[src/rtl/fmul_arbiter_pkg.sv]
// Shared fp32 field layout and index-width helper for the multiplier arbiter slice.
package fmul_arbiter_pkg;

   localparam int FP_W       = 32;
   localparam int FP_SIGN_W  = 1;
   localparam int FP_EXP_W   = 8;
   localparam int FP_MAN_W   = 23;
   localparam int FP_BIAS    = 127;
   localparam int FP_EXP_MAX = 255;

   // Width of an index into n entries, never narrower than one bit.
   function automatic int id_width(input int n);
      return (n <= 2) ? 1 : $clog2(n);
   endfunction

endpackage

[src/rtl/fmul_arbiter_core.sv]
// fp32 multiplier for normal operands, round-toward-zero, with MUL_LAT register stages.
module fmul_core
   import fmul_arbiter_pkg::*;
#(
   parameter int MUL_LAT = 1
) (
   input  logic            clk,
   input  logic [FP_W-1:0] in0,
   input  logic [FP_W-1:0] in1,
   output logic [FP_W-1:0] res
);

   logic                sign;
   logic [FP_EXP_W-1:0] exp0, exp1;
   logic [FP_MAN_W:0]   man0, man1;
   logic [47:0]         prod;
   logic [47:0]         norm;
   logic [FP_MAN_W-1:0] man_out;
   int                  exp_out;
   logic [FP_W-1:0]     comb_res;
   logic [FP_W-1:0]     pipe [MUL_LAT];

   assign sign = in0[FP_W-1] ^ in1[FP_W-1];
   assign exp0 = in0[FP_W-2 -: FP_EXP_W];
   assign exp1 = in1[FP_W-2 -: FP_EXP_W];
   assign man0 = {1'b1, in0[FP_MAN_W-1:0]};
   assign man1 = {1'b1, in1[FP_MAN_W-1:0]};
   assign prod = {24'b0, man0} * {24'b0, man1};

   // Product of two [1,2) significands lies in [1,4); normalise by one bit when it reaches 2.
   always_comb begin
      norm     = prod[47] ? prod : (prod << 1);
      man_out  = FP_MAN_W'(norm >> 24);
      exp_out  = int'(exp0) + int'(exp1) - FP_BIAS + int'(prod[47]);
      comb_res = {sign, {(FP_W-1){1'b0}}};
      if (exp0 == '0 || exp1 == '0 || exp_out <= 0) begin
         comb_res = {sign, {(FP_W-1){1'b0}}};
      end else if (exp_out >= FP_EXP_MAX) begin
         comb_res = {sign, {FP_EXP_W{1'b1}}, {FP_MAN_W{1'b0}}};
      end else begin
         comb_res = {sign, FP_EXP_W'(exp_out), man_out};
      end
   end

   always_ff @(posedge clk) begin
      pipe[0] <= comb_res;
      for (int k = 1; k < MUL_LAT; k++) begin
         pipe[k] <= pipe[k-1];
      end
   end

   assign res = pipe[MUL_LAT-1];

endmodule

[src/rtl/fmul_arbiter.sv]
// Round-robin arbiter sharing one fp32 multiplier, with credit-based result FIFO.
module fmul_arbiter
   import fmul_arbiter_pkg::*;
#(
   parameter int NUM_REQ     = 4,
   parameter int MUL_LAT     = 1,
   parameter int OFIFO_DEPTH = MUL_LAT + 1
) (
   input  logic                         clk,
   input  logic                         rst,
   input  logic [NUM_REQ-1:0]           req_valid,
   output logic [NUM_REQ-1:0]           req_ready,
   input  logic [NUM_REQ*32-1:0]        req_a,
   input  logic [NUM_REQ*32-1:0]        req_b,
   output logic                         rsp_valid,
   input  logic                         rsp_ready,
   output logic [31:0]                  rsp_data,
   output logic [id_width(NUM_REQ)-1:0] rsp_id,
   output logic                         busy
);

   localparam int ID_W  = id_width(NUM_REQ);
   localparam int PTR_W = id_width(OFIFO_DEPTH);
   localparam int CNT_W = $clog2(OFIFO_DEPTH + 1);

   logic [ID_W-1:0]  rr_ptr;
   logic [ID_W:0]    pick;
   logic [ID_W-1:0]  gnt_idx;
   logic             grant;
   logic             credit_ok;
   logic [31:0]      op_a, op_b, mul_res;
   logic [MUL_LAT-1:0] vld;
   logic [ID_W-1:0]  idsr [MUL_LAT];
   logic [CNT_W-1:0] inflight, count;
   logic [PTR_W-1:0] wr_ptr, rd_ptr;
   logic [ID_W-1:0]  mem_id   [OFIFO_DEPTH];
   logic [31:0]      mem_data [OFIFO_DEPTH];
   logic             push, pop;

   // Returns {found, index} of the first valid requester at or after ptr, wrapping.
   function automatic logic [ID_W:0] rr_pick(input logic [NUM_REQ-1:0] v,
                                             input logic [ID_W-1:0] ptr);
      logic [ID_W:0] r;
      int            j;
      r = '0;
      for (int k = 0; k < NUM_REQ; k++) begin
         j = (int'(ptr) + k) % NUM_REQ;
         if (!r[ID_W] && v[j]) r = {1'b1, ID_W'(j)};
      end
      return r;
   endfunction

   // Occupancy is taken from registered counts, so a pop this cycle frees credit only next cycle.
   assign credit_ok = (int'(inflight) + int'(count)) < OFIFO_DEPTH;
   assign pick      = rr_pick(req_valid, rr_ptr);
   assign gnt_idx   = pick[ID_W-1:0];
   assign grant     = pick[ID_W] && credit_ok && !rst;
   assign req_ready = grant ? (NUM_REQ'(1) << gnt_idx) : '0;
   assign op_a      = req_a[32*int'(gnt_idx) +: 32];
   assign op_b      = req_b[32*int'(gnt_idx) +: 32];

   fmul_core #(.MUL_LAT(MUL_LAT)) u_core (
      .clk (clk),
      .in0 (op_a),
      .in1 (op_b),
      .res (mul_res)
   );

   assign push      = vld[MUL_LAT-1];
   assign rsp_valid = (count != '0) && !rst;
   assign pop       = rsp_valid && rsp_ready;
   assign rsp_data  = rsp_valid ? mem_data[rd_ptr] : '0;
   assign rsp_id    = rsp_valid ? mem_id[rd_ptr] : '0;
   assign busy      = ((inflight != '0) || (count != '0)) && !rst;

   always_ff @(posedge clk) begin
      if (rst) begin
         rr_ptr   <= '0;
         vld      <= '0;
         inflight <= '0;
         count    <= '0;
         wr_ptr   <= '0;
         rd_ptr   <= '0;
      end else begin
         if (grant) rr_ptr <= ID_W'((int'(gnt_idx) + 1) % NUM_REQ);
         vld[0] <= grant;
         for (int k = 1; k < MUL_LAT; k++) begin
            vld[k] <= vld[k-1];
         end
         inflight <= inflight + CNT_W'(grant) - CNT_W'(push);
         count    <= count + CNT_W'(push) - CNT_W'(pop);
         if (push) wr_ptr <= (wr_ptr == PTR_W'(OFIFO_DEPTH-1)) ? '0 : wr_ptr + 1'b1;
         if (pop)  rd_ptr <= (rd_ptr == PTR_W'(OFIFO_DEPTH-1)) ? '0 : rd_ptr + 1'b1;
      end
   end

   // Ids ride alongside the multiplier stages; storage needs no reset since valids gate it.
   always_ff @(posedge clk) begin
      idsr[0] <= gnt_idx;
      for (int k = 1; k < MUL_LAT; k++) begin
         idsr[k] <= idsr[k-1];
      end
      if (push) begin
         mem_id[wr_ptr]   <= idsr[MUL_LAT-1];
         mem_data[wr_ptr] <= mul_res;
      end
   end

   fifo_no_overflow: assert property (@(posedge clk) disable iff (rst)
      !(push && count == CNT_W'(OFIFO_DEPTH)));

endmodule

[config.mk]
export PLATFORM = sky130hd
export DESIGN_NAME = fmul_arbiter
export DESIGN_NICKNAME = d
export VERILOG_FILES = /design/src/rtl/fmul_arbiter_pkg.sv /design/src/rtl/fmul_arbiter_core.sv /design/src/rtl/fmul_arbiter.sv
export SDC_FILE = /design/constraint.sdc
export NUM_CORES = 2
export LEC_CHECK = 0
export BUFFER_PORTS_ARGS = -buffer_cell sky130_fd_sc_hd__buf_2
export CAP_MARGIN = 15
export CORE_ASPECT_RATIO = 1.2
export CORE_MARGIN = 4
export CORE_UTILIZATION = 25
export CTS_CLUSTER_SIZE = 16
export DETAILED_ROUTE_END_ITERATION = 12
export PLACE_DENSITY_LB_ADDON = 0.05
export SYNTH_ARGS = -nofsm -noshare
export SYNTH_HDL_FRONTEND = slang
export SYNTH_SLANG_ARGS = --single-unit
[constraint.sdc]
create_clock -name clk -period 17.4 [get_ports clk]
set_clock_uncertainty 0.15 [all_clocks]
set_input_delay 2.61 -clock clk [delete_from_list [all_inputs] [get_ports clk]]
set_output_delay 2.61 -clock clk [all_outputs]
set_load 0.005 [all_outputs]
==> results.md <==
• 23.55 um — routed wirelength normalized by instance count
• 17.49 ns — required arrival time at the worst endpoint
• reg2reg — worst min-delay path category
• 24 — CP max FO
• 112 — Clock Sink Count
• 62.04 MHz — Max Fclk
• inv_1 — slowest library cell on the worst path
• 0.07 ns — clock-pin slew on the worst setup and hold paths
• 3 — Max H-tree Level
• 36 — maximum number of pins on one net before global-route repair
• 0.9240 ns — Post-Place Setup Slack
• 0 — quantity of gates resized following cts
• 2844 — number of cells produced by synthesis
• 303 — IO Pins
• 0.36 ns — latest clock arrival within the worst-skew pair
• 112 — number of synthesized register bits
• 78 — library cells used by synthesis
• 126 — number of placement rows
• 16.21 ns — arrival time at the worst endpoint
• 103500 um — WL final
• 6 — antenna violations before repair
• 0 — Post-synth ARST share
• 86060 um — placed wire-length estimate after detailed placement
• edfxtp_1 — flip-flop cell with the highest count after synthesis
• 1.283 ns — min setup slack post-route
• 0.2792 ns — Hold Worst Slack
• fa_1 — Top cell by count, worst path
• 0.09869 sq mm — Floorplan Core Area
• 0.2525 — initial cell density of the core
• 0 — CTS Hold Buffers Added
• 296.2 um — die width
• in2reg — type of the worst setup path
• 353.8 um — Die Y
• 0.8553 — Routability Congestion
• 0.85 ns — Slowest Stage Delay on Critical Path
• register — Setup crit end kind
• 0 — Final Max Tran Viols
• 9 — Inserted Clock Buffers
• 8.761 sq um — mean post-synth cell area
• inv_1 — cell with the most instances after synthesis
• fa_1 — library cell with the largest summed area after synthesis
• completed — outcome
• 1085 — first-iteration detailed-routing DRC count
• 572 x inv_1, 483 x fa_1, 443 x nand2_1, 326 x nor2_1, 188 x ha_1 — synth cell count leaders
• 20370 — via total after detailed routing
• yes — CTS tree
• 0.1048 sq mm — total die area
• 0 — final setup violating endpoints
• 16.12 ns — clock period minus worst slack
• 0 — remaining global-route overflow
• 0.3880 — area share of the largest cell type after synthesis
• 3778 — synthesized netlist net count
• 14.44% — area delta synth->final
• 0 — Final Hold Violating Endpoints
• 2 — Max Root-Sink Buffers
• 0 ns — setup total negative slack
• 5 — 1st-pass router iterations
• false — RSZ-0062 raised after global routing
• 68 — number of enable flip-flop cells after synthesis
• fa_1 39%, ha_1 9.4%, inv_1 8.6%, edfxtp_1 8.2%, nand2_1 6.7% — top cells by area, synth
• 0.9263 — fin crit share
• 0 — # Max-Cap Violations
• 0 — Post-CTS Setup Bufs
• 0.1420 — share of layout cells above drive strength 1
• clkbuf_16 — Root Buffer
• 4.635 — Via density
• 0 — number of nets still failing antenna checks after routing
• 1.163 ns — Worst Tran Pin Value
• 0 — count of warnings emitted by yosys
• input pin — type of origin of the critical path
• 0.02492 sq mm — Cell Area, Synth
• 0.1982 — total global routing track utilization
• 4041 — number of nets in the layout
• 153900 um — first-pass GRT wire length
• 302 — IO Port Bufs
• 22990 — vias in the first global route
• 0.1173 — share of the yosys chip area belonging to registers
• 0 — number of remaining DRC errors
• 0.2247 — Slew HR
-- layer usage --
metal	GRT usage	wire, um
met1	0.2669	46240
met5	0	35
met4	0.03377	1718
met2	0.3456	50330
met3	0.02384	5151
-- worst max-delay path: cells and delay by family --
kind	cells	cell delay, ns
xor+xnor	1	0.40
mux	1	0.14
simple gates	15	4.28
compound gates	9	1.98
fa+ha+maj	11	4.69
buf+inv	10	2.01
-- cells by family after synthesis --
family,after synthesis,synth area share
buffers and inverters,715,0.1094
xor gates and xnor gates,44,0.01622
adders and majority gates,671,0.4825
muxes,126,0.05067
DFF,112,0.1173
and+or+nand+nor,928,0.1549
AOI/OAI and AO/OA,248,0.06914
-- cell usage in the layout (no fill, tap or decap), drive strengths merged, types with 21 or more instances in the layout --
cell type  synthesis  final
a211oi            33     33
a21o              26     26
a21oi             56     56
a31oi             21     21
and3              39     39
buf               36    374
dfxtp             44     44
edfxtp            68     68
fa               483    483
ha               188    188
inv              579    581
mux2i            125    125
nand2            443    443
nand3             27     27
nor2             327    327
o21ai             44     44
xnor2             23     23
xor2              21     21
-- final cells by class --
class / instances / area [sq um]
multi-input combinational: 2017 / 19400
sequential: 112 / 2924
tap: 1280 / 1602
clock inverter: 6 / 77.57
inverter: 593 / 2231
antenna: 2 / 5.005
clock buffer: 10 / 229.0
fill: 10680 / 70170
timing repair buffer: 374 / 2052
-- flip-flops by register name, summed over array words and instances, names as in the netlist, named ones only --
name	flops
mem_data	64
wr_ptr	1
u_core.pipe	32
mem_id	4
count	2
rr_ptr	2
idsr	2
rd_ptr	1
inflight	2
push	1
-- worst paths after layout --
check	startpoint	end	slack [ns]	cells past startpoint
max	req_valid[2]	u_core.pipe[0][20]$_SDFF_PP0_	1.28	47
min reg2reg	u_core.pipe[0][23]$_SDFF_PP0_	mem_data[0][23]$_DFFE_PP_	0.28	0
max reg2reg	rr_ptr[1]$_SDFFE_PP0P_	u_core.pipe[0][20]$_SDFF_PP0_	3.21	46
min	u_core.pipe[0][23]$_SDFF_PP0_	mem_data[0][23]$_DFFE_PP_	0.28	0
-- through the flow --
step	std cells	area [sq um]	util
6_report	4394	28520	0.2889
5_1_grt	4393	28510	0.2889
4_1_cts	4392	28510	0.2889
3_5_place_dp	4376	28200	0.2858
3_3_place_gp	4376	28200	0.2858
2_1_floorplan	2844	24920	-
Power is not shown: default switching activity piles up to over one toggle a cycle in this logic, so the estimate is an artifact.
